**src/rtl/n64_poll_controller.sv**
```systemverilog
// N64 controller link sequencer: periodic poll command 0x01, 32-bit reply capture, button decode.
// Define N64_STICK_EN to add the analog stick outputs stick_x_o / stick_y_o.
module n64_poll_controller #(
    parameter int CYC_PER_US  = 14,
    parameter int POLL_CYCLES = 233333,
    parameter int TIMEOUT_US  = 8
) (
    input  logic        clk_i,
    input  logic        rst_ni,
    input  logic        n64_i,
    output logic        n64_oe_o,
    output logic [11:0] buttons_o,
    output logic        valid_o,
    output logic        busy_o,
    output logic        err_o
`ifdef N64_STICK_EN
    ,
    output logic [7:0]  stick_x_o,
    output logic [7:0]  stick_y_o
`endif
);
    localparam int T1US    = CYC_PER_US;
    localparam int T2US    = 2 * CYC_PER_US;
    localparam int T3US    = 3 * CYC_PER_US;
    localparam int TO_CYC  = TIMEOUT_US * CYC_PER_US;
    localparam int CNT_MAX = (TO_CYC > T3US) ? TO_CYC : T3US;
    localparam int CW      = $clog2(CNT_MAX + 1);
    localparam int PW      = $clog2(POLL_CYCLES);

    localparam logic [CW-1:0] C1_M1 = CW'(T1US - 1);
    localparam logic [CW-1:0] C2_M1 = CW'(T2US - 1);
    localparam logic [CW-1:0] C3_M1 = CW'(T3US - 1);
    localparam logic [CW-1:0] TO_M1 = CW'(TO_CYC - 1);
    localparam logic [CW-1:0] C_SAT = CW'(CNT_MAX);
    localparam logic [PW-1:0] P_M1  = PW'(POLL_CYCLES - 1);
    localparam logic [7:0]    CMD   = 8'h01;

    localparam logic [2:0] IDLE      = 3'd0;
    localparam logic [2:0] TX_LOW    = 3'd1;
    localparam logic [2:0] TX_HIGH   = 3'd2;
    localparam logic [2:0] RX_WAIT   = 3'd3;
    localparam logic [2:0] RX_SAMPLE = 3'd4;
    localparam logic [2:0] RX_STOP   = 3'd5;

    logic          meta_q, sync_q0, sync_q1;
    logic          fall;
    logic [PW-1:0] poll_q;
    logic          poll_wrap;
    logic [2:0]    state_q;
    logic [CW-1:0] cnt_q, cnt_inc;
    logic [3:0]    tx_idx_q;
    logic [5:0]    rx_cnt_q;
    logic [31:0]   shreg_q;
    logic [11:0]   buttons_q;
    logic          valid_q, err_q;
    logic          cmd_bit;
    logic [CW-1:0] low_m1, high_m1;
    logic          unused_bits;

    always_ff @(posedge clk_i or negedge rst_ni) begin
        if (!rst_ni) begin
            meta_q  <= 1'b1;
            sync_q0 <= 1'b1;
            sync_q1 <= 1'b1;
        end else begin
            meta_q  <= n64_i;
            sync_q0 <= meta_q;
            sync_q1 <= sync_q0;
        end
    end

    assign fall = sync_q1 & ~sync_q0;

    assign poll_wrap = (poll_q == P_M1);

    always_ff @(posedge clk_i or negedge rst_ni) begin
        if (!rst_ni) poll_q <= '0;
        else         poll_q <= poll_wrap ? '0 : poll_q + 1'b1;
    end

    // Index 8 is the console stop bit, which is timed like a '1' low phase.
    assign cmd_bit = tx_idx_q[3] ? 1'b1 : CMD[~tx_idx_q[2:0]];
    assign low_m1  = cmd_bit ? C1_M1 : C3_M1;
    assign high_m1 = cmd_bit ? C3_M1 : C1_M1;
    assign cnt_inc = (cnt_q == C_SAT) ? cnt_q : cnt_q + 1'b1;

`ifdef N64_STICK_EN
    logic [7:0] stick_x_q, stick_y_q;
`endif

    always_ff @(posedge clk_i or negedge rst_ni) begin
        if (!rst_ni) begin
            state_q   <= IDLE;
            cnt_q     <= '0;
            tx_idx_q  <= '0;
            rx_cnt_q  <= '0;
            shreg_q   <= '0;
            buttons_q <= '0;
            valid_q   <= 1'b0;
            err_q     <= 1'b0;
`ifdef N64_STICK_EN
            stick_x_q <= '0;
            stick_y_q <= '0;
`endif
        end else begin
            valid_q <= 1'b0;
            case (state_q)
                IDLE: begin
                    if (poll_wrap) begin
                        state_q  <= TX_LOW;
                        cnt_q    <= '0;
                        tx_idx_q <= '0;
                    end
                end
                TX_LOW: begin
                    if (cnt_q == low_m1) begin
                        cnt_q    <= '0;
                        rx_cnt_q <= '0;
                        state_q  <= tx_idx_q[3] ? RX_WAIT : TX_HIGH;
                    end else begin
                        cnt_q <= cnt_inc;
                    end
                end
                TX_HIGH: begin
                    if (cnt_q == high_m1) begin
                        cnt_q    <= '0;
                        tx_idx_q <= tx_idx_q + 1'b1;
                        state_q  <= TX_LOW;
                    end else begin
                        cnt_q <= cnt_inc;
                    end
                end
                RX_WAIT: begin
                    if (fall) begin
                        cnt_q   <= '0;
                        state_q <= RX_SAMPLE;
                    end else if (cnt_q == TO_M1) begin
                        err_q   <= 1'b1;
                        state_q <= IDLE;
                    end else begin
                        cnt_q <= cnt_inc;
                    end
                end
                RX_SAMPLE: begin
                    if (cnt_q == C2_M1) begin
                        shreg_q  <= {shreg_q[30:0], sync_q0};
                        rx_cnt_q <= rx_cnt_q + 1'b1;
                        cnt_q    <= '0;
                        state_q  <= (rx_cnt_q == 6'd31) ? RX_STOP : RX_WAIT;
                    end else begin
                        cnt_q <= cnt_inc;
                    end
                end
                RX_STOP: begin
                    // Outputs only change here, so a cut-short reply never leaks out.
                    if (sync_q0) begin
                        buttons_q <= {shreg_q[31:24], shreg_q[21:18]};
                        valid_q   <= 1'b1;
                        err_q     <= 1'b0;
                        state_q   <= IDLE;
`ifdef N64_STICK_EN
                        stick_x_q <= shreg_q[15:8];
                        stick_y_q <= shreg_q[7:0];
`endif
                    end else if (cnt_q == TO_M1) begin
                        err_q   <= 1'b1;
                        state_q <= IDLE;
                    end else begin
                        cnt_q <= cnt_inc;
                    end
                end
                default: state_q <= IDLE;
            endcase
        end
    end

`ifdef N64_STICK_EN
    assign stick_x_o   = stick_x_q;
    assign stick_y_o   = stick_y_q;
    assign unused_bits = ^{shreg_q[23:22], shreg_q[17:16]};
`else
    assign unused_bits = ^{shreg_q[23:22], shreg_q[17:0]};
`endif

    assign n64_oe_o  = (state_q == TX_LOW);
    assign busy_o    = (state_q != IDLE);
    assign buttons_o = buttons_q;
    assign valid_o   = valid_q;
    assign err_o     = err_q;

endmodule
```
**config.mk**
```make
export PLATFORM = sky130hd
export DESIGN_NAME = n64_poll_controller
export DESIGN_NICKNAME = d
export VERILOG_FILES = /design/src/rtl/n64_poll_controller.sv
export SDC_FILE = /design/constraint.sdc
export NUM_CORES = 1
export LEC_CHECK = 0
export CORE_UTILIZATION = 50
export DETAILED_ROUTE_END_ITERATION = 12
export HOLD_SLACK_MARGIN = 0.1
export PLACE_DENSITY = 0.77
export RECOVER_POWER = 50
export SYNTH_ARGS = -nofsm -noshare
export SYNTH_HDL_FRONTEND = slang
export SYNTH_SLANG_ARGS = --single-unit
export TNS_END_PERCENT = 20
```
**constraint.sdc**
```tcl
create_clock -name clk_i -period 3.28 [get_ports clk_i]
set_input_delay 0.492 -clock clk_i [delete_from_list [all_inputs] [get_ports clk_i]]
set_output_delay 0.492 -clock clk_i [all_outputs]
set_load 0.005 [all_outputs]
```
After elaboration in Yosys (flattened, before gate mapping). Memory sizes are Yosys's and may differ from the RTL's. Index checks and enable logic that the tools add are counted.

Reductions and logical operators: 13. Eq/ne operators: 18. Order comparisons: 1. Add/sub/neg operators: 4. Shift operators: 0. Bitwise operators: 3. Div/mod/pow operators: 0. Multipliers: 0. Mux-type cells: 36.

Operator list (number): 7-bit 2-to-1 mux (8); 7-bit case mux with 6 select lines (1); 3-bit 2-to-1 mux (8); 6-bit 2-to-1 mux (4); 18-bit by 1-bit adder with 18-bit output (second input constant) (1); 18-bit == test (second input constant) (1); 18-bit 2-to-1 mux (1); 3-bit case mux with 6 select lines (1); 7-bit by 6-bit == test with 1-bit output (2); 7-bit == test (second input constant) (2); 6-bit case mux with 2 select lines (1); 2-bit != test (second input constant) (5); 3-bit AND reduction (3); 1-bit 2-to-1 mux (8); 4-bit 2-to-1 mux (2); 4-bit case mux with 2 select lines (1); 7-bit by 1-bit adder with 7-bit output (second input constant) (1); 7-bit by 5-bit == test with 1-bit output (second input constant) (1); 6-bit by 1-bit adder with 6-bit output (second input constant) (1); 3-bit by 2-bit == test with 1-bit output (second input constant) (2); 3-bit == test (second input constant) (2); 6-bit by 5-bit == test with 1-bit output (second input constant) (1); 2-bit AND reduction (3); 2-bit nonzero test (3); other kinds (12) (12).

Bits in writable memories: 0. Memory bits (read-only): 8. Bits in latches: 0. Bits of input ports: 3. Memories: 1. Output and inout bits: 16. Bits in registers: 87.

Memory list: (no name shown) (words 8, bits a word 1, rd ports 1, clocked after memory_dff 0, write ports 0, RTL line 82) `assign cmd_bit = tx_idx_q[3] ? 1'b1 : CMD[~tx_idx_q[2:0]];`.

Depth between registers and ports, before layout. Gate-level depths: netlist (run 1).

Depth after elaboration: 8. Depth in mapped cells: 8. Gate-level depth less buffers: 8.

Worst setup path before layout (run 1). OpenSTA, ideal clock, no wires.

Path kind: reg2reg. From: register tx_idx_q[0]. To: register cnt_q[5]. Cell stages (with the launch flop): 9. Slack: 0.930 ns. Data arrival time: 2.224 ns. Data required time: 3.154 ns. Buffers on the path: 0. Setup time: 0.126 ns. Clock period less this slack: 2.350 ns. Path through: dfrtp_1 -> ha_1 -> ha_1 -> or4b_4 -> o21ai_4 -> a21boi_4 -> nor4b_4 -> nor2_2 -> a221o_1.

Longest elaborated chain between the ends: 8.

Ends and longest elaborated chain: start, declared (RTL line 51) `logic [3:0] tx_idx_q;`; start signal, assigned (RTL line 127) `tx_idx_q <= tx_idx_q + 1'b1;`; 3-bit NOT (*) (RTL line 82); memory 8 x 1 bit (*); 1-bit 2-to-1 mux (implied by the code) (*) (RTL line 82); 1-bit 2-to-1 mux (*) (RTL line 82); 6-bit 2-to-1 mux (on tied branches) (RTL line 84, 83); 7-bit by 6-bit == test with 1-bit output (on tied branches) (RTL line 125, 116); 7-bit 2-to-1 mux (on tied branches) (RTL line 125, 116); 7-bit case mux with 6 select lines (*) (RTL line 107) `case (state_q)`; end signal, assigned (RTL line 121) `cnt_q <= cnt_inc;`; end signal, assigned (RTL line 130) `cnt_q <= cnt_inc;`; end signal, assigned (RTL line 141) `cnt_q <= cnt_inc;`; end, declared (RTL line 50) `logic [CW-1:0] cnt_q, cnt_inc;`.

Mark *: on every way between the ends. The rest lies on a longest branch, timed or not. The select of a mux whose other input is x is not followed. A chain may end at the register's enable or synchronous reset.

Worst setup path in the final report (run 1). Ends and elaborated chain as after synthesis.

==> impl_metrics.csv, run 1 <==
group,metric,value,unit
placed_design,port_buffers,18,
timing,finalSetupTns,0,ns
floorplanning,pin_count,19,
route,dr.pass1.iters,5,
route,ant_nets,0,
power,power.density,397.0,nW/um2
grt,grt.overflow.total,0,
clock_network,cts.sinks,87,
route,viasPerCell,5.304,
grt,grt_pass1_wl,13010,um
placed_design,place_ws,0.7873,ns
layout,fin_area,4533,um2
clock_network,post-cts-setup-buffers,0,
worst_setup_path,arrival,2.77,ns
floorplanning,die_h,92.32,um
clock_network,ctsResizeCount,0,
synthesis,synth_ff_type,"dfrtp_1",
clock_network,clock_path_buffers,2,
timing,layout_setup_ws,0.7545,ns
grt,antenna_found_initial,0,
layout,diodes,0,
synthesis,ys_top_cells_by_area,"dfrtp_1, nand2_1, nor2_1, ha_1, o21ai_0",
worst_setup_path,reg2regPathDepth,8,
worst_setup_path,crit_slowest_cell,"or4b_4",
clock_network,insertion_delay,0.35,ns
worst_setup_path,crit_path_max_fanout,5,
synthesis,synth_area,4079,um2
layout,syn_to_final_growth,11.14,%
timing,worstMarginPinSlew,2.050,ns
grt,grt_max_degree,88,
timing,slew_headroom,-0.3670,
clock_network,clk_pin_slew,0.09,ns
synthesis,yosys.area.top_type,"dfrtp_1",
floorplanning,num_rows,32,
worst_setup_path,crit_type,"flip-flop to flip-flop",
route,routedWlPerCell,12.85,um
worst_setup_path,worstSetupStartpointType,"flip-flop",
synthesis,synth_cell_type_count,53,
layout,nets,469,
floorplanning,initial_core_util,0.5224,
placed_design,post-dp-hpwl,4850,um
route,drcViolationCount,0,
worst_setup_path,required,3.52,ns
floorplanning,die_area,8523,um2
grt,track_usage,0.1947,
layout,drive_gt1_frac,0.08207,
timing,rsz0062_at_grt,"false",
hold_path,hold_start,"meta_q",
worst_setup_path,crit_top_cell,"ha_1",
synthesis,ys_seq_elements,87,
route,drt-total-wl,7261,um
synthesis,synth_edf_count,0,
status,violations,"max-capacitance violations, max-slew violations",
grt,grt_pass1_vias,2928,
clock_network,numCtsBuffers,9,
route,initialDrtViolationCount,165,
timing,fin_crit,2.525,ns
worst_setup_path,cp-end-kind,"flip-flop",
synthesis,async_flop_share,1.000,
placed_design,dpl_cell_area,4347,um2
worst_setup_path,path_cells,"ha_1 > ha_1 > or4b_4 > o21ai_4 > a21boi_4 > nor4b_4 > nor2_2 > a221o_1",
timing,finClkSkew,0.008056,ns
clock_network,htreeDepth,3,
synthesis,ys_seq_area_frac,0.5347,
clock_network,cts_root_buffer,"clkbuf_8",
clock_network,cts_tree,"yes",
worst_setup_path,cp-startpoint,"tx_idx_q[0]",
synthesis,syn-num-nets,451,
placed_design,gp_congestion,0.8408,
power,ir_drop,0.0002146,V
timing,setup_viol,0,
worst_setup_path,slowest_delay,0.51,ns
timing,hold_violations,0,
hold_path,holdCritPathClass,"flip-flop to flip-flop",
synthesis,synth_area_per_cell,9.270,um2
status,status,"complete, but fails checks",
clock_network,postCtsHoldBufs,0,
timing,slew_violations,88,
worst_setup_path,regToRegStartpoint,"tx_idx_q[0]",
job,drv_cap,1,
power,leakagePower,2.242,nW
synthesis,ys_warn_count,0,
hold_path,timing.hold.worst_path_depth,0,
floorplanning,core-area,7807,um2
synthesis,netlist_instances,440,
timing,min_period_over_period,0.7700,
power,power,1.800,mW
route,vias,2997,
floorplanning,die_x,92.32,um
synthesis,synth_top_area_share,0.5153,
timing,fmax,396.0,MHz
==> final cells by class <==
| type | count | area (um2) |
|---|---|---|
| timing repair buffer | 21 | 197.7 |
| sequential | 87 | 2181 |
| fill | 673 | 3274 |
| multi-input combinational | 328 | 1797 |
| clock buffer | 10 | 137.6 |
| clock inverter | 6 | 51.30 |
| inverter | 11 | 41.29 |
| tap | 102 | 127.6 |
==> registers in the layout, summed over array words and instances, names as in the netlist, 3 cells and up <==
| name | flops |
|---|---|
| tx_idx_q | 4 |
| shreg_q | 32 |
| cnt_q | 7 |
| poll_q | 18 |
| state_q | 3 |
| rx_cnt_q | 6 |
| buttons_o | 12 |
==> final timing paths <==
kind	end	slack (ns)
hold reg to reg	sync_q0	0.36
setup reg to reg	cnt_q[5]	0.75
max in group asynchronous	shreg_q[18]	1.37
min in group asynchronous	poll_q[16]	0.72
setup / recovery	cnt_q[5]	0.75
hold / removal	sync_q0	0.36
==> worst max-delay path, delay by kind of cell (launching register included) <==
family                     cells  cell delay (ns)
adders and majority gates      2             0.43
DFF                            1             0.42
AOI/OAI and AO/OA              3             0.54
and+or+nand+nor                3             1.02
==> Yosys cell counts, drive strengths merged, types with 2 or more instances <==
master and instances:
nand2 155, dfrtp 84, nor2 31, o21ai 21, nand3 15, clkbuf 12
inv 11, nand4 9, ha 8, nand2b 8, xnor2 8, xor2 8
a21oi 7, nor3 7, nor4 5, a21o 4, a22o 4, nor2b 4
or3 4, a21boi 3, dfstp 3, or2 3, a211o 2, a31oi 2
buf 2, nor3b 2, nor4b 2, or4b 2
==> logic make-up after synthesis <==
family	count (synthesis)	synth area share
compound gates	52	0.08896
xor+xnor	16	0.03436
fa+ha+maj	8	0.02454
buf+inv	25	0.02484
flops	87	0.5347
simple gates	252	0.2926
==> through the flow <==
stage / instances / util / hold slack (ns)
detailed placement: 549 / 0.5567 / 0.3492
global route: 565 / 0.5806 / 0.3712
CTS: 565 / 0.5809 / 0.3533
global placement: 549 / 0.5567 / 0.3471
floorplan: 440 / - / 0.1964
finish: 565 / 0.5806 / 0.3639
==> report_power, final <==
part,internal [mW],total [mW],switching (mW),leakage (nW)
registers,1.07,1.08,0.00178,1.19
clock network,0.305,0.702,0.397,0.0870
logic,0.00163,0.0213,0.0197,0.964
==> layout by cell type (no fill, tap or decap), types with 3 or more instances in the layout <==
| master | count |
|---|---|
| nand2_1 | 155 |
| dfrtp_1 | 84 |
| nor2_1 | 28 |
| o21ai_0 | 18 |
| nand3_1 | 15 |
| clkdlybuf4s50_1 | 13 |
| inv_1 | 11 |
| clkbuf_8 | 10 |
| nand4_1 | 9 |
| xor2_1 | 8 |
| xnor2_1 | 8 |
| nand2b_1 | 8 |
| ha_1 | 8 |
| a21oi_1 | 7 |
| nor3_1 | 5 |
| or3_1 | 4 |
| nor2b_1 | 4 |
| a22o_1 | 4 |
| a21o_1 | 4 |
| nor4_1 | 4 |
| dlygate4sd3_1 | 4 |
| clkinvlp_4 | 3 |
| buf_4 | 3 |
==> layer usage <==
| metal | up-vias | share of wire | track usage | wire [um] |
|---|---|---|---|---|
| li1 | 1495 | - | - | - |
| met1 | 1433 | 0.47 | 0.2542 | 3429 |
| met2 | 65 | 0.48 | 0.3142 | 3477 |
| met3 | 4 | 0.040 | 0.05501 | 294 |
| met4 | 0 | 0.0081 | 0.06250 | 59 |
| met5 | - | 0 | 0 | 0 |
(Power assumes the default switching activity.)
==> inputs of run 2 (changes only) <==
--- a/config.mk
+++ b/config.mk
@@ -8,7 +8,7 @@
 export CORE_UTILIZATION = 50
 export DETAILED_ROUTE_END_ITERATION = 12
 export HOLD_SLACK_MARGIN = 0.1
-export PLACE_DENSITY = 0.77
+export PLACE_DENSITY = 0.8
 export RECOVER_POWER = 50
 export SYNTH_ARGS = -nofsm -noshare
 export SYNTH_HDL_FRONTEND = slang
==> constraint.sdc (replaced) <==
create_clock -name clk_i -period 2.2 [get_ports clk_i]
set_input_delay 0.33 -clock clk_i [delete_from_list [all_inputs] [get_ports clk_i]]
set_output_delay 0.33 -clock clk_i [all_outputs]
set_load 0.005 [all_outputs]
==> run 2 against run 1 <==
Compared with the run above:
- the run ends with negative setup slack left
- first-iteration DRC count decreased by 3.6%
- utilization up 3.4 points
- sequential share of layout area down 2.6 points
- clock power up 77%
- maximum frequency up 7.0%
- largest cell class unchanged
==> impl_metrics.csv, run 2 (synthesized netlist as in run 1, its figures left out) <==
group,metric,value,unit
worst_setup_path,arrival,2.60,ns
layout,diodes,0,
clock_network,cts_root_buffer,"clkbuf_8",
layout,syn_to_final_growth,17.64,%
floorplanning,initial_core_util,0.5224,
floorplanning,die_h,92.32,um
route,ant_nets,0,
power,p_seq_frac,0.557,
layout,drive_gt1_frac,0.1399,
worst_setup_path,cp-end-kind,"flip-flop",
layout,final_common_cell,"nand2_1",
clock_network,cts.sinks,87,
route,initialDrtViolationCount,159,
floorplanning,num_rows,32,
grt,grt_pass1_wl,13910,um
timing,slew_violations,0,
worst_setup_path,crit_path_max_fanout,5,
timing,slew_headroom,0.4742,
placed_design,place_ws,-0.1050,ns
status,status,"complete, but fails checks",
power,comb_power_share,0.012,
job,drv_cap,0,
layout,layout_common_cells,"nand2_1, dfrtp_1, nor2_1, buf_4, o21ai_0",
grt,grt_pass1_vias,3010,
power,p_int,2.258,mW
power,clkPwrFrac,0.430,
clock_network,clk_pin_slew,0.09,ns
worst_setup_path,slowest_delay,0.51,ns
timing,finClkSkew,0.01255,ns
clock_network,insertion_delay,0.35,ns
power,ir_drop,0.0003073,V
power,switchingPower,0.6221,mW
grt,grt.overflow.total,0,
grt,track_usage,0.2067,
power,leakagePower,2.373,nW
floorplanning,core-area,7807,um2
worst_setup_path,crit_slowest_cell,"or4b_4",
timing,fmax,423.8,MHz
status,violations,"negative setup slack",
layout,largest_reg_flops,32,
clock_network,clock_path_buffers,2,
worst_setup_path,worstSetupStartpointType,"flip-flop",
timing,min_period_over_period,1.073,
hold_path,holdCritPathClass,"flip-flop to flip-flop",
worst_setup_path,path_cells,"ha_2 > ha_4 > or4b_4 > o21ai_4 > a21boi_4 > nor4b_4 > buf_4 > nor3_2 > a211o_1",
clock_network,cts_tree,"yes",
route,dr.pass1.iters,4,
layout,nets,492,
placed_design,port_buffers,18,
worst_setup_path,required,2.44,ns
timing,hold_violations,0,
route,drcViolationCount,0,
floorplanning,die_x,92.32,um
grt,antenna_found_initial,0,
power,power.density,600.2,nW/um2
floorplanning,pin_count,19,
floorplanning,die_area,8523,um2
worst_setup_path,crit_type,"flip-flop to flip-flop",
power,p_sw_frac,0.2160,
timing,layout_setup_ws,-0.1599,ns
clock_network,numCtsBuffers,9,
timing,finalSetupTns,-0.7112,ns
route,drt-total-wl,8136,um
grt,grt_max_degree,61,
timing,fin_crit,2.360,ns
route,routedWlPerCell,13.84,um
layout,top_register,"shreg_q",
timing,rsz0062_at_grt,"true",
clock_network,htreeDepth,3,
route,viasPerCell,5.371,
placed_design,gp_congestion,0.8951,
timing,worstMarginPinSlew,0.7886,ns
timing,setup_viol,7,
route,vias,3158,
placed_design,post-dp-hpwl,5195,um
-- run 2: cell type report --
type                    instances  area (um2)
clock buffers                  10       127.6
inverters                      11       41.29
well taps                     102       127.6
clock inverters                 6       92.59
flip-flops and latches         87        2182
multi-input cells             328        1839
fillers                       665        3009
repair buffers                 44       387.9
-- run 2: path summary, 6_finish.rpt --
| kind | from | end | slack, ns | depth (start not counted) |
|---|---|---|---|---|
| setup reg to reg | tx_idx_q[1] | cnt_q[0] | -0.16 | 9 |
| min in group asynchronous | rst_ni | poll_q[14] | 0.56 | 2 |
| hold / removal | meta_q | sync_q0 | 0.36 | 0 |
| hold reg to reg | meta_q | sync_q0 | 0.36 | 0 |
| setup / recovery | tx_idx_q[1] | cnt_q[0] | -0.16 | 9 |
| max in group asynchronous | rst_ni | state_q[0] | 0.30 | 3 |
-- run 2: timing repair --
item,4_1_cts,5_1_grt
hold buffers,1,0
setup buffers,0,5
endpoints found under the setup margin,9,18
resized for setup,5,6
pin swaps,0,9
hold endpoints to repair,27,0
-- run 2: worst max-delay path: cells and delay by family, from the launching register on --
family,cells,cell delay (ns)
AO/OA/AOI/OAI,3,0.46
adder cells (fa/ha/maj),2,0.38
buffers and inverters,1,0.18
AND/OR/NAND/NOR,3,0.82
flip-flops,1,0.40
-- run 2: per-layer routing --
layer / GRT usage / part of all wire / vias to the layer above / routed length (um)
met5: 0 / 0 / - / 0
met4: 0.07813 / 0.011 / 0 / 91
met3: 0.04023 / 0.039 / 10 / 321
met2: 0.3290 / 0.48 / 65 / 3902
met1: 0.2810 / 0.47 / 1539 / 3821
li1: - / - / 1544 / -
-- run 2: per-stage QoR --
stage	power (mW)	std cells	utilization	cell area [um2]	hold WS (ns)
2_1_floorplan	1.638	440	-	4084	0.03441
3_3_place_gp	1.677	566	0.5769	4504	0.2770
3_5_place_dp	1.678	566	0.5769	4504	0.2844
4_1_cts	2.917	583	0.6083	4750	0.3620
5_1_grt	2.982	588	0.6146	4798	0.3680
6_report	2.880	588	0.6146	4798	0.3649
-- run 2: power groups by stage --
stage                     Clock (mW)  Sequential [mW]  Combinational [mW]
after floorplan                    0             1.64             0.00130
after global placement             0             1.64              0.0400
after detailed placement           0             1.64              0.0411
after CTS                       1.27             1.61              0.0425
after global routing            1.33             1.61              0.0434
final                           1.24             1.61              0.0356
